### src/rtl/gpio_ctrl_pkg.sv
// Shared register map and bus helpers for the gpio_ctrl peripheral.
// Optional input glitch filter is enabled with GPIO_FILTER_EN.
package gpio_ctrl_pkg;

   localparam logic [15:0] GPIO_OE_OFS      = 16'h0000;
   localparam logic [15:0] GPIO_DOUT_OFS    = 16'h0004;
   localparam logic [15:0] GPIO_DIN_OFS     = 16'h0008;
   localparam logic [15:0] GPIO_IRQ_EN_OFS  = 16'h000C;
   localparam logic [15:0] GPIO_RISE_EN_OFS = 16'h0010;
   localparam logic [15:0] GPIO_FALL_EN_OFS = 16'h0014;
   localparam logic [15:0] GPIO_STATUS_OFS  = 16'h0018;

   function automatic logic [31:0] be_to_mask(input logic [3:0] be);
      logic [31:0] mask;
      mask = '0;
      for (int unsigned i = 0; i < 4; i++) begin
         mask[8*i +: 8] = {8{be[i]}};
      end
      return mask;
   endfunction

endpackage

### src/rtl/gpio_in_sync.sv
// Per-line input conditioning: 2-flop synchroniser, plus a stable-count
// glitch filter when GPIO_FILTER_EN is defined.
module gpio_in_sync
   import gpio_ctrl_pkg::*;
#(
   parameter int unsigned FILTER_CNT = 4
) (
   input  logic clk_i,
   input  logic rst_ni,
   input  logic pin_i,
   output logic din_o
);

   logic sync1_d, sync1_q;
   logic sync2_d, sync2_q;

   always_comb begin
      sync1_d = pin_i;
      sync2_d = sync1_q;
   end

   always_ff @(posedge clk_i or negedge rst_ni) begin
      if (!rst_ni) begin
         sync1_q <= 1'b0;
         sync2_q <= 1'b0;
      end else begin
         sync1_q <= sync1_d;
         sync2_q <= sync2_d;
      end
   end

`ifdef GPIO_FILTER_EN
   localparam int unsigned CW = $clog2(FILTER_CNT + 1);

   logic [CW-1:0] cnt_d, cnt_q;
   logic          din_d, din_q;

   // Count consecutive cycles of disagreement; adopt the new level on the last one.
   always_comb begin
      cnt_d = '0;
      din_d = din_q;
      if (sync2_q != din_q) begin
         if (cnt_q == CW'(FILTER_CNT - 1)) begin
            din_d = sync2_q;
         end else begin
            cnt_d = cnt_q + 1'b1;
         end
      end
   end

   always_ff @(posedge clk_i or negedge rst_ni) begin
      if (!rst_ni) begin
         cnt_q <= '0;
         din_q <= 1'b0;
      end else begin
         cnt_q <= cnt_d;
         din_q <= din_d;
      end
   end

   assign din_o = din_q;
`else
   assign din_o = sync2_q;
`endif

endmodule

### src/rtl/gpio_ctrl.sv
// OBI register-mapped GPIO controller with edge-detect interrupts.
// Define GPIO_FILTER_EN to insert the per-line input glitch filter.
module gpio_ctrl
   import gpio_ctrl_pkg::*;
#(
   parameter int unsigned GPIO_NUM   = 16,
   parameter int unsigned FILTER_CNT = 4
) (
   input  logic                clk_i,
   input  logic                rst_ni,
   input  logic                req_i,
   input  logic                we_i,
   input  logic [3:0]          be_i,
   input  logic [31:0]         addr_i,
   input  logic [31:0]         data_i,
   output logic                gnt_o,
   output logic                rvalid_o,
   output logic [31:0]         data_o,
   output logic [GPIO_NUM-1:0] gpio_oe_o,
   output logic [GPIO_NUM-1:0] gpio_val_o,
   input  logic [GPIO_NUM-1:0] gpio_val_i,
   output logic                irq_o
);

   logic [GPIO_NUM-1:0] din;

   for (genvar g = 0; g < GPIO_NUM; g++) begin : g_sync
      gpio_in_sync #(.FILTER_CNT(FILTER_CNT)) u_sync (
         .clk_i  (clk_i),
         .rst_ni (rst_ni),
         .pin_i  (gpio_val_i[g]),
         .din_o  (din[g])
      );
   end

   logic [GPIO_NUM-1:0] oe_d, oe_q, dout_d, dout_q, irq_en_d, irq_en_q;
   logic [GPIO_NUM-1:0] rise_en_d, rise_en_q, fall_en_d, fall_en_q;
   logic [GPIO_NUM-1:0] status_d, status_q, prev_d, prev_q;
   logic [1:0]          arm_d, arm_q;
   logic                rvalid_d, rvalid_q, irq_d, irq_q;
   logic [31:0]         rdata_d, rdata_q;

   logic [15:0]         ofs;
   logic [31:0]         be_mask, rd;
   logic [GPIO_NUM-1:0] wmask, wdata, clr, evt;
   logic                wr, unused_bits;

   always_comb begin
      ofs         = addr_i[15:0];
      be_mask     = be_to_mask(be_i);
      wmask       = be_mask[GPIO_NUM-1:0];
      wdata       = data_i[GPIO_NUM-1:0];
      wr          = req_i & we_i;
      unused_bits = ^{addr_i[31:16], data_i, be_mask};

      oe_d      = oe_q;
      dout_d    = dout_q;
      irq_en_d  = irq_en_q;
      rise_en_d = rise_en_q;
      fall_en_d = fall_en_q;
      if (wr) begin
         case (ofs)
            GPIO_OE_OFS:      oe_d      = (oe_q      & ~wmask) | (wdata & wmask);
            GPIO_DOUT_OFS:    dout_d    = (dout_q    & ~wmask) | (wdata & wmask);
            GPIO_IRQ_EN_OFS:  irq_en_d  = (irq_en_q  & ~wmask) | (wdata & wmask);
            GPIO_RISE_EN_OFS: rise_en_d = (rise_en_q & ~wmask) | (wdata & wmask);
            GPIO_FALL_EN_OFS: fall_en_d = (fall_en_q & ~wmask) | (wdata & wmask);
            default: ;
         endcase
      end

      // Edges stay masked until the synchroniser has flushed its reset state.
      evt      = (din & ~prev_q & rise_en_q) | (~din & prev_q & fall_en_q);
      evt      = (arm_q == 2'd3) ? evt : '0;
      clr      = (wr && ofs == GPIO_STATUS_OFS) ? (wdata & wmask) : '0;
      status_d = (status_q & ~clr) | evt;
      prev_d   = din;
      arm_d    = (arm_q == 2'd3) ? arm_q : arm_q + 2'd1;

      rd = '0;
      case (ofs)
         GPIO_OE_OFS:      rd[GPIO_NUM-1:0] = oe_q;
         GPIO_DOUT_OFS:    rd[GPIO_NUM-1:0] = dout_q;
         GPIO_DIN_OFS:     rd[GPIO_NUM-1:0] = din;
         GPIO_IRQ_EN_OFS:  rd[GPIO_NUM-1:0] = irq_en_q;
         GPIO_RISE_EN_OFS: rd[GPIO_NUM-1:0] = rise_en_q;
         GPIO_FALL_EN_OFS: rd[GPIO_NUM-1:0] = fall_en_q;
         GPIO_STATUS_OFS:  rd[GPIO_NUM-1:0] = status_q;
         default: ;
      endcase
      rdata_d  = (req_i && !we_i) ? rd : rdata_q;
      rvalid_d = req_i;
      irq_d    = |(status_q & irq_en_q);
   end

   always_ff @(posedge clk_i or negedge rst_ni) begin
      if (!rst_ni) begin
         oe_q      <= '0;
         dout_q    <= '0;
         irq_en_q  <= '0;
         rise_en_q <= '0;
         fall_en_q <= '0;
         status_q  <= '0;
         prev_q    <= '0;
         arm_q     <= '0;
         rvalid_q  <= 1'b0;
         rdata_q   <= '0;
         irq_q     <= 1'b0;
      end else begin
         oe_q      <= oe_d;
         dout_q    <= dout_d;
         irq_en_q  <= irq_en_d;
         rise_en_q <= rise_en_d;
         fall_en_q <= fall_en_d;
         status_q  <= status_d;
         prev_q    <= prev_d;
         arm_q     <= arm_d;
         rvalid_q  <= rvalid_d;
         rdata_q   <= rdata_d;
         irq_q     <= irq_d;
      end
   end

   assign gnt_o      = req_i;
   assign rvalid_o   = rvalid_q;
   assign data_o     = rdata_q;
   assign gpio_oe_o  = oe_q;
   assign gpio_val_o = dout_q;
   assign irq_o      = irq_q;

endmodule
### config.mk
export PLATFORM = sky130hd
export DESIGN_NAME = gpio_ctrl
export DESIGN_NICKNAME = d
export VERILOG_FILES = /design/src/rtl/gpio_ctrl_pkg.sv /design/src/rtl/gpio_in_sync.sv /design/src/rtl/gpio_ctrl.sv
export SDC_FILE = /design/constraint.sdc
export NUM_CORES = 1
export LEC_CHECK = 0
export CORE_ASPECT_RATIO = 0.5
export CORE_MARGIN = 5
export CORE_UTILIZATION = 32
export CTS_BUF_LIST = sky130_fd_sc_hd__clkbuf_4 sky130_fd_sc_hd__clkbuf_8
export CTS_CLUSTER_DIAMETER = 200
export DETAILED_ROUTE_END_ITERATION = 16
export SYNTH_ARGS = -nofsm -noshare
export SYNTH_HDL_FRONTEND = slang
export SYNTH_SLANG_ARGS = --single-unit
### constraint.sdc
create_clock -name clk_i -period 2.1 [get_ports clk_i]
set_input_delay 0.42 -clock clk_i [delete_from_list [all_inputs] [get_ports clk_i]]
set_output_delay 0.42 -clock clk_i [all_outputs]
set_load 0.02 [all_outputs]
# --- Word level (Yosys, flattened, before mapping) ---
# Index checks and enable logic that the tools add are counted.
totals:
  inputBits: 88
  mem_bits_rw: 0
  mem_count: 0
  mem_bits_ro: 0
  latch_bits: 0
  reg_bits: 164
  word_cells: 88
  out_inout_bits: 67
classes:
  muxes: 3
  eq_ne: 7
  n_addsub: 1
  reduce_logical: 10
  div_mod_pow: 0
  mul: 0
  n_bitwise: 24
  shift: 0
  n_lt_le_gt_ge: 0
ops:
  columns: ["op", "count"]
  rows:
  - ["AND 16 bit", 12]
  - ["OR 16 bit", 7]
  - ["case mux 16 bit (7 select lines)", 1]
  - ["inverter 16 bit", 4]
  - ["== test 16 x 5 -> 1 bit, second input constant", 3]
  - ["== test 16 x 4 -> 1 bit, second input constant", 2]
  - ["2-to-1 mux 16 bit", 2]
  - ["== test 16 x 3 -> 1 bit, second input constant", 1]
  - ["logical NOT 16 bit", 1]
  - ["OR reduction 16 bit", 1]
  - ["AND reduction 2 bit", 5]
  - ["adder 2 x 1 -> 2 bit, second input constant", 1]
  - ["== test 2 bit, second input constant", 1]
  - ["logical AND 1 bit", 2]
  - ["AND 1 bit", 1]
  - ["logical NOT 1 bit", 1]

# --- Logic depth before layout (Yosys ltp) ---
logic_depth:
  word_depth: 6
  mapped_depth: 8
  depth_no_buf: 5

# --- By module ---
# Synthesis repeated with hierarchy kept, for this count alone.
unflattened:
  hier_cells: 532
  hier_area_um2: 7103.1
modules_own_cells:
  columns: ["mod", "seq_area_each_um2", "area_per_inst_um2", "cells_each", "n_inst"]
  rows:
  - ["gpio_ctrl", 3303.2, 6302.3, 500, 1]
  - ["gpio_in_sync", 50.0, 50.0, 2, 16]

# --- Least setup slack after synthesis ---
# No wires, ideal clock.
synth_timing:
  kind: "input port to flip-flop"
  start: "input port addr_i[15]"
  end: "register with a tool-made name"
  setup_ps: 125
  stages: 6
  arrival_time_ps: 2185
  n_path_buf: 2
  path_slack_ps: -210
  t_required_ps: 1975
  cell_sequence: "or4_1 -> buf_4 -> buf_6 -> nor4_4 -> nand2_4 -> mux2_4"
synth_lines:
  columns: ["item", "line", "text"]
  rows:
  - ["start, declared", "gpio_ctrl.sv:14", "input logic [31:0] addr_i,"]

==> summary.txt <==
Outcome
  – Status: completed

Route
  – DRT iter0 DRCs: between 300 and 400
  – Post-route ant nets: 0
  – Via-to-Cell Ratio: slightly above 5
  – Via Count: slightly above 5000
  – WL final: 20610 um
  – Drt pass-1 iters: 7
  – WL per Instance: ~21 um
  – DRC: 0

Clock tree
  – CTS tree: yes
  – Clk buf depth: 2
  – Worst-Skew Late Latency: 460 ps
  – CTS buffer count: 17
  – Clk root buf: clkbuf_8
  – CTS sink cnt: 164
  – Max H-tree Level: 4
  – Clk slew on worst S/H paths: about 80 ps

Place
  – Placed Cells: about 950
  – Final HPWL DP: between 10000 and 15000 um
  – IO buf count: 104
  – Routability cong.: 0.8599
  – Placed inst area: about 8900 um2

STA
  – Setup Skew: between 8 and 9 ps
  – Max Transition Viols Final: 0
  – Minimum clock period: roughly 2100 ps
  – Max Clock Freq: 483.8 MHz
  – Final worst-path cycle share: between 90% and 100%
  – Final setup viols: 0
  – Final-report hold violation count: 0
  – RSZ-0062 raised after global routing: no

Synth
  – Post-Synthesis Cells: 512
  – Library cells used by synthesis: 40
  – Post-synth EDFFs: 0
  – Most frequent cell after synthesis: dfrtp_1
  – Post-synth top cells: dfrtp_1, mux2_2, nand2_1
  – Register area share after synthesis: 58.57%
  – Top cell type's share of synthesized area: 58.57%
  – Synthesized area per cell: roughly 14 um2
  – Area leader, netlist: dfrtp_1
  – Synth warnings: 0
  – Largest cells by area after synthesis: dfrtp_1, mux2_2, mux2_4
  – Ys async rst share: 100.0%
  – Mapped cell area: about 7000 um2
  – Most used DFF post-synth: dfrtp_1
  – Register bit total from synthesis: ~160

Die
  – Chip Height: about 110 um
  – Die Span X: ~220 um
  – Die area: 25140 um2
  – # rows: 38
  – Core Area: about 22000 um2
  – Starting Density: 32.46%
  – # IOs: 155

Hold path
  – Min-delay worst type: register to register

Job
  – Maxcap violations: 0

GRT
  – Antenna violations before repair: 0
  – Vias in the first global route: approximately 5500
  – Total gr overflow: 0
  – Pin count of the biggest net entering global routing: between 40 and 50
  – Aggregate global-route resource usage: around 17%
  – First-pass GRT wire length: about 32000 um

Finish
  – Fraction of layout cells with a size suffix above 1: between 30% and 40%
  – Ant diodes: 0
  – Fillers: between 1500 and 2000
  – Multi-input logic area: 2870 um2
  – Syn-to-layout area delta: 36.37%
  – Reg area: approximately 4100 um2
  – Layout Cells excl Fill: 994
  – Final Core Density: ~44%
  – Post-Layout Inst Area: about 9600 um2
  – Final nets: around 770

Setup path
  – Crit Path Max Fanout: 5
  – CP Class: primary input to register
  – Max incr delay on CP: roughly 600 ps
  – Slowest CP cell: or4_4
  – Worst setup SP type: primary input
  – Req. time, crit path: approximately 2400 ps
  – Critical Path AT: around 2400 ps
  – CP cell instances: clkdlybuf4s15_1, or4_4, buf_12, nor4_4, buf_4, and2_4, buf_8, mux2_4
  – Crit end category: register

Pwr
  – Tot Pwr: roughly 0.0059 W
  – Peak VDD IR: ~0.36 mV
  – Static leakage: ~4.4 nW
  – Power density over the cells: ~610 nW/um2
kinds of logic (layout without fill, tap and decap cells):
group,Yosys count,count (layout),synth area share (%)
fa+ha+maj,1,1,0.1785
mux,83,83,14.16
buf+inv,43,209,3.929
xor+xnor,1,1,0.1250
other cells,1,16,0.05352
flops,164,164,58.57
compound gates,121,121,12.98
simple gates,98,99,10.00
placed cells by master (no fill, tap or decap), drive strengths merged, types with 14 or more instances in the layout:
master / netlist / layout
dfrtp: 164 / 164
clkdlybuf4s50: 0 / 87
mux2: 81 / 81
buf: 33 / 74
nand2: 40 / 40
clkbuf: 10 / 30
a22oi: 29 / 29
a22o: 23 / 23
o21ai: 17 / 17
nand3b: 16 / 16
conb: 1 / 16
a31oi: 14 / 14
layout make-up:
cell class	count	area share (%)
tap	300	3.928
sequential	164	42.95
clock inverter	7	1.021
clock buffer	24	3.195
multi-input combinational	321	30.04
timing repair buffer	178	18.87
worst paths after layout:
kind	from	end	slack, ps	depth (start not counted)
max in group asynchronous	rst_ni	async pin	1010	3
hold / removal	g_sync[12].u_sync.sync1_q	g_sync[12].u_sync.din_o	350	0
setup reg to reg	register	irq_o	760	3
setup / recovery	addr_i[13]	register	30	8
min in group asynchronous	rst_ni	g_sync[10].u_sync.sync1_q	450	2
hold reg to reg	g_sync[12].u_sync.sync1_q	g_sync[12].u_sync.din_o	350	0
metal layers:
metal  up-vias  track usage, %  part of all wire [%]
met4         0           5.686                   1.8
met5         -               0                     0
li1       2254               -                     -
met3        29           4.095                   6.2
met1      2683           23.32                    46
met2       182           25.46                    46
timing repair:
item	4_1_cts	5_1_grt
cloned	3	0
endpoints found under the hold margin	42	0
pin swaps	15	13
gates resized for setup	42	21
endpoints found under the setup margin	111	46
buffers inserted	11	6
hold buffers	1	0
power breakdown:
group          switching [W]  internal (W)  total [W]  leakage [nW]
Clock                0.00112       0.00120    0.00232         0.203
Combinational       0.000187      0.000137   0.000323          2.02
Sequential         0.0000281       0.00320    0.00323          2.17
Total                0.00133       0.00454    0.00588          4.39
critical path, delay by kind of cell:
family,cells,cell delay (ps)
simple gates,3,1020
mux,1,300
buf+inv,4,650
stage by stage:
stage / hold WS, ps / setup TNS [ps] / setup slack, ps
detailed placement: 334.7 / -64640 / -673.2
global route: 355.1 / 0 / 4.054
CTS: 352.3 / 0 / 4.311
finish: 350.8 / 0 / 33.12
floorplan: 124.4 / -11060 / -202.6
global placement: 332.2 / -61410 / -636.1
Power figures use the tool's default switching activity.
